$ cat src/rtl/sprite_pkg.sv
// Shared types and sizing helpers for the sprite upload path.
package sprite_pkg;

  typedef enum logic [1:0] {
    IDLE  = 2'd0,
    FETCH = 2'd1,
    SHIFT = 2'd2,
    DONE  = 2'd3
  } state_t;

  localparam int DEF_WIDTH  = 12;
  localparam int DEF_HEIGHT = 12;

  function automatic int calc_nbytes(input int nbits);
    return (nbits + 7) / 8;
  endfunction

endpackage

$ cat src/rtl/sprite_loader_byte_serializer.sv
// Parallel-in, LSB-first serial-out byte holder with a per-byte bit count.
module byte_serializer
  import sprite_pkg::*;
(
  input  logic       clk,
  input  logic       reset_n,
  input  logic       load,
  input  logic [7:0] data,
  input  logic [3:0] count,
  input  logic       advance,
  output logic       bit_out,
  output logic       last
);

  logic [7:0] hold_reg;
  logic [3:0] left_reg;

  // advance doubles as the stall input: nothing moves while it is low
  always_ff @(posedge clk or negedge reset_n) begin
    if (!reset_n) begin
      hold_reg <= 8'd0;
      left_reg <= 4'd0;
    end else if (load) begin
      hold_reg <= data;
      left_reg <= count;
    end else if (advance && (left_reg != 4'd0)) begin
      hold_reg <= {1'b0, hold_reg[7:1]};
      left_reg <= left_reg - 4'd1;
    end
  end

  assign bit_out = hold_reg[0];
  assign last    = (left_reg == 4'd1);

endmodule

$ cat src/rtl/sprite_loader.sv
// Streams sprite bitmap bytes into the sprite shift register during vertical blanking.
module sprite_loader
  import sprite_pkg::*;
#(
  parameter int WIDTH  = DEF_WIDTH,
  parameter int HEIGHT = DEF_HEIGHT
) (
  input  logic       clk,
  input  logic       reset_n,
  input  logic       start,
  input  logic       vblank,
  input  logic [7:0] byte_in,
  input  logic       byte_valid,
  output logic       byte_ready,
  output logic       shift_o,
  output logic       load_o,
  output logic       data_o,
  output logic       busy,
  output logic       done
);

  localparam int NBITS     = WIDTH * HEIGHT;
  localparam int NBYTES    = calc_nbytes(NBITS);
  localparam int LAST_BITS = NBITS - 8 * (NBYTES - 1);
  localparam int CNT_W     = $clog2(NBITS + 1);
  localparam int IDX_W     = $clog2(NBYTES + 1);

  state_t           state_reg, state_next;
  logic [CNT_W-1:0] bits_done_reg, bits_done_next;
  logic [IDX_W-1:0] byte_idx_reg, byte_idx_next;
  logic [3:0]       byte_bits;
  logic             ser_load;
  logic             ser_advance;
  logic             ser_bit;
  logic             ser_last;

  // Only the final byte can be short; its unused upper bits are never shifted.
  assign byte_bits = (byte_idx_reg == IDX_W'(NBYTES - 1)) ? 4'(LAST_BITS) : 4'd8;

  byte_serializer u_serializer (
    .clk     (clk),
    .reset_n (reset_n),
    .load    (ser_load),
    .data    (byte_in),
    .count   (byte_bits),
    .advance (ser_advance),
    .bit_out (ser_bit),
    .last    (ser_last)
  );

  always_ff @(posedge clk or negedge reset_n) begin
    if (!reset_n) begin
      state_reg     <= IDLE;
      bits_done_reg <= '0;
      byte_idx_reg  <= '0;
    end else begin
      state_reg     <= state_next;
      bits_done_reg <= bits_done_next;
      byte_idx_reg  <= byte_idx_next;
    end
  end

  always_comb begin
    state_next     = state_reg;
    bits_done_next = bits_done_reg;
    byte_idx_next  = byte_idx_reg;
    byte_ready     = 1'b0;
    shift_o        = 1'b0;
    load_o         = 1'b0;
    data_o         = 1'b0;
    busy           = 1'b0;
    done           = 1'b0;
    ser_load       = 1'b0;
    ser_advance    = 1'b0;

    case (state_reg)
      IDLE: begin
        if (start) state_next = FETCH;
      end

      FETCH: begin
        busy       = 1'b1;
        byte_ready = 1'b1;
        if (byte_valid) begin
          ser_load      = 1'b1;
          byte_idx_next = byte_idx_reg + 1'b1;
          state_next    = SHIFT;
        end
      end

      SHIFT: begin
        busy = 1'b1;
        // Outside blanking the display owns the register, so everything holds.
        if (vblank) begin
          shift_o        = 1'b1;
          load_o         = 1'b1;
          data_o         = ser_bit;
          ser_advance    = 1'b1;
          bits_done_next = bits_done_reg + 1'b1;
          if (ser_last) begin
            state_next = (bits_done_next == CNT_W'(NBITS)) ? DONE : FETCH;
          end
        end
      end

      DONE: begin
        done           = 1'b1;
        bits_done_next = '0;
        byte_idx_next  = '0;
        state_next     = IDLE;
      end

      default: state_next = IDLE;
    endcase
  end

endmodule

$ cat config.mk
export PLATFORM = sky130hd
export DESIGN_NAME = sprite_loader
export DESIGN_NICKNAME = d
export VERILOG_FILES = /design/src/rtl/sprite_pkg.sv /design/src/rtl/sprite_loader_byte_serializer.sv /design/src/rtl/sprite_loader.sv
export SDC_FILE = /design/constraint.sdc
export NUM_CORES = 1
export LEC_CHECK = 0
export ABC_CLOCK_PERIOD_IN_PS = 2860
export CAP_MARGIN = 5
export CORE_ASPECT_RATIO = 1.5
export CORE_UTILIZATION = 52
export DETAILED_ROUTE_END_ITERATION = 16
export PLACE_DENSITY_LB_ADDON = 0.3
export SKIP_LAST_GASP = 1
export SLEW_MARGIN = 0
export SYNTH_ARGS = -nofsm -noshare
export SYNTH_HDL_FRONTEND = slang
export SYNTH_SLANG_ARGS = --single-unit
$ cat constraint.sdc
create_clock -name clk -period 2.86 [get_ports clk]
set_input_delay 0.858 -clock clk [delete_from_list [all_inputs] [get_ports clk]]
set_output_delay 0.858 -clock clk [all_outputs]
set_load 0.02 [all_outputs]
==> summary.txt <==
Clock network
  • Clk sinks: 22
  • Htree depth: 1
  • Root Buffer Master: clkbuf_4
  • Worst-skew pair later-pin latency: roughly 0.32 ns
  • CTS tree: built
  • Reg clk slew, reported paths: approximately 0.13 ns
  • Num CTS Buffers: 3
  • Clock tree buffer depth: 2

GRT
  • GR met1 Demand/Resource: a little under 30%
  • Met2 GRT Util: ~42%
  • GRT Max-Usage Layer: met2
  • First-pass GRT wire length: ~5.4 mm
  • Final global-route overflow total: 0
  • Initial antenna violation count: 0
  • GR met3 Demand/Resource: 2.459%
  • Overall global routing resource usage: approximately 24%
  • Vias in the first global route: about 1200
  • Largest net degree at the start of global routing: 23

Worst setup path
  • Crit path required time: 2.00 ns
  • Worst r2r dst: state_reg[1]
  • Arr. time, crit path: 1.78 ns
  • Reg-to-reg setup timing slack: roughly 0.88 ns
  • Peak fanout along the critical path: 8
  • FF-to-FF Start: state_reg[0]
  • Startpoint Class: flip-flop
  • R2R cell count: 6
  • Worst setup path startpoint: state_reg[0]
  • Crit. End Element: output pin
  • Class of the most critical setup path: reg2out
  • CP Capture Point: shift_o

Placement
  • Hpwl dp: 2.290 mm
  • Routability cong.: approximately 0.91
  • Placed cell count: between 200 and 250
  • Cell Area, Placed: 1619 sq um
  • PortBufs: 18

Floorplanning
  • Initial Util: 56.59%
  • Die Width: ~45 um
  • Total core area: between 2000 and 3000 sq um
  • Standard-cell rows: 22
  • Full die area: around 2900 sq um
  • Die Ht: 65.95 um
  • Io pins: 19

Synth
  • Mux share of post-synthesis cell area: between 1 and 1.5%
  • Synthesized-area fraction occupied by xor and xnor cells: 0.6178%
  • Area fraction in compound gates after synthesis: around a fifth
  • Mapped Area: approximately 1400 sq um
  • Sequential share of the synthesized area: between 30% and 40%
  • Syn nets: ~170
  • Post-synth cell types: 46
  • Main synth FF type: dfrtp_1
  • Simple logic cell fraction of the synthesized area: 26.30%
  • Cell count after synthesis: ~150
  • EDFF count, synth: 0
  • Combinational family with the most area after synthesis: simple AND/OR/NAND/NOR gates
  • Post-synthesis register bit count: 22
  • Syn_area_per_cell: around 9 sq um
  • Ys Warns: 0
  • Ys async rst share: 100.0%
  • Synth Area in Adders: under 10%

Routing
  • WL final: 3.088 mm
  • DRC errors left: 0
  • DRT Pass-1 Iters: 4
  • Via Count: around 1200
  • Antenna viol nets, final: 0
  • Via density: about 6
  • DR iter-0 viols: 38
  • Wire per inst: around 15 um

Hold path
  • Worst hold path type: reg2reg

Finish
  • Multi-input logic area: ~760 sq um
  • P&R area growth vs syn: 15.71%
  • Nets: approximately 190
  • Layout fillers: 202
  • Antenna diodes: 0
  • Fin cells: roughly 210
  • Layout cell share with drive strength beyond 1: between 10% and 20%
  • Design area: ~1600 sq um
  • Register Area: roughly 550 sq um

STA
  • Worst Skew: approximately 0.01 ns
  • Max Fclk: 378.5 MHz
  • Setup violators final: 0
  • Headroom to the max-slew limit: a little over two thirds
  • Period Utilization, post-route: roughly 92%
  • Final hold vios: 0
  • Worst slew pin tran: 0.4487 ns
  • Fin crit period: between 2 and 3 ns
  • RSZ-0062 raised after global routing: no
  • Max Transition Viols Final: 0
  • Fin Hold WS: between 0.5 and 0.6 ns

Job
  • Max-cap violations: 0

Power and ir drop
  • Worst vdd ir: ~0.53 mV
  • P per Cell Area: 767.4 nW/um^2
  • Static Leak: slightly below 0.7 nW

Status
  • Outcome: completed
-- cells in the final DEF (no fill, tap or decap), types with 4 or more instances in the layout --
master           Yosys  final
inv_1                8      8
nand2_1             18     18
dfrtp_1             22     22
nand3_1              9      9
clkdlybuf4s50_1      0     14
buf_4                5      7
nand2b_1             4      4
nand4_1              8      8
o211ai_1             8      8
ha_1                 7      7
o21ai_0              7      7
-- cells by family after synthesis --
| kind of cell | after synthesis |
|---|---|
| xor gates and xnor gates | 1 |
| DFF | 22 |
| and+or+nand+nor | 65 |
| muxes | 2 |
| adders and majority gates | 7 |
| buffers and inverters | 21 |
| AOI/OAI and AO/OA | 36 |
-- worst max-delay path: stages, from the launching register on --
cell and delay (ns):
dfrtp_1 0.43, inv_1 0.12, ha_1 0.35, nand2_1 0.14, inv_2 0.09, dlygate4sd2_1 0.33
-- where the power goes --
group	total [mW]	switching (mW)	leakage [nW]	internal [mW]
sequential	0.500	0.0914	0.284	0.409
combinational	0.613	0.345	0.378	0.268
clock	0.146	0.0966	0.0138	0.0494
total	1.26	0.533	0.676	0.726
-- stage by stage --
step | utilization, % | power (mW) | TNS [ns] | setup WS [ns]
global placement | 64.64 | 1.093 | -0.7097 | -0.2387
floorplan | - | 0.9450 | 0 | 0.5310
finish | 65.48 | 1.259 | 0 | 0.2183
CTS | 65.38 | 1.259 | 0 | 0.02220
global route | 65.48 | 1.350 | 0 | 0.1257
detailed placement | 64.64 | 1.122 | -0.7101 | -0.2373
-- cell usage after synthesis (2+ instances only) --
master    count  share of area (%)
o211ai_1      8                4.2
nand2b_1      4                1.8
or4_1         3                1.6
a22oi_1       2                1.1
nand3_1       9                3.2
mux2i_1       2                1.4
o21ai_0       7                2.5
nor3_1        2               0.71
nor2b_1       3                1.3
nand3_2       3                2.1
inv_1         8                2.1
and3_1        2               0.88
buf_2         4                1.4
nand2_1      18                4.8
o22ai_1       2               0.88
nand4_1       8                3.5
clkbuf_1      2               0.53
a21oi_1       2               0.71
ha_1          7                6.2
a31oi_1       3                1.3
nor2_1        3               0.79
dfrtp_1      22                 39
a32o_1        3                2.1
buf_4         5                2.6
-- timing repair --
item	4_1_cts	5_1_grt
buffers inserted	0	0
hold buffers	0	0
endpoints found under the setup margin	3	2
resized for setup	3	1
-- layout make-up --
cell class,instances,share of cell area (%)
clock buffer,3,1.373
multi-input combinational,111,46.15
sequential,22,33.56
timing repair buffer,25,14.11
inverter,9,2.060
tap,36,2.746
-- how the worst min path moves through the flow --
stage	startpoint	to	slack, ns	cells after the start
floorplan	u_serializer.hold_reg[7]	u_serializer.hold_reg[6]	0.49	2
global placement	u_serializer.hold_reg[2]	u_serializer.hold_reg[1]	0.51	2
detailed placement	u_serializer.hold_reg[7]	u_serializer.hold_reg[6]	0.52	2
CTS	u_serializer.hold_reg[3]	u_serializer.hold_reg[2]	0.55	2
global route	u_serializer.hold_reg[3]	u_serializer.hold_reg[2]	0.58	2
finish	u_serializer.hold_reg[3]	u_serializer.hold_reg[2]	0.54	2
-- layer usage --
layer,vias up,part of all wire [%]
met3,5,2.5
met4,0,1.5
met2,24,54
met1,607,42
met5,-,0
li1,599,-
(Power assumes the default switching activity.)
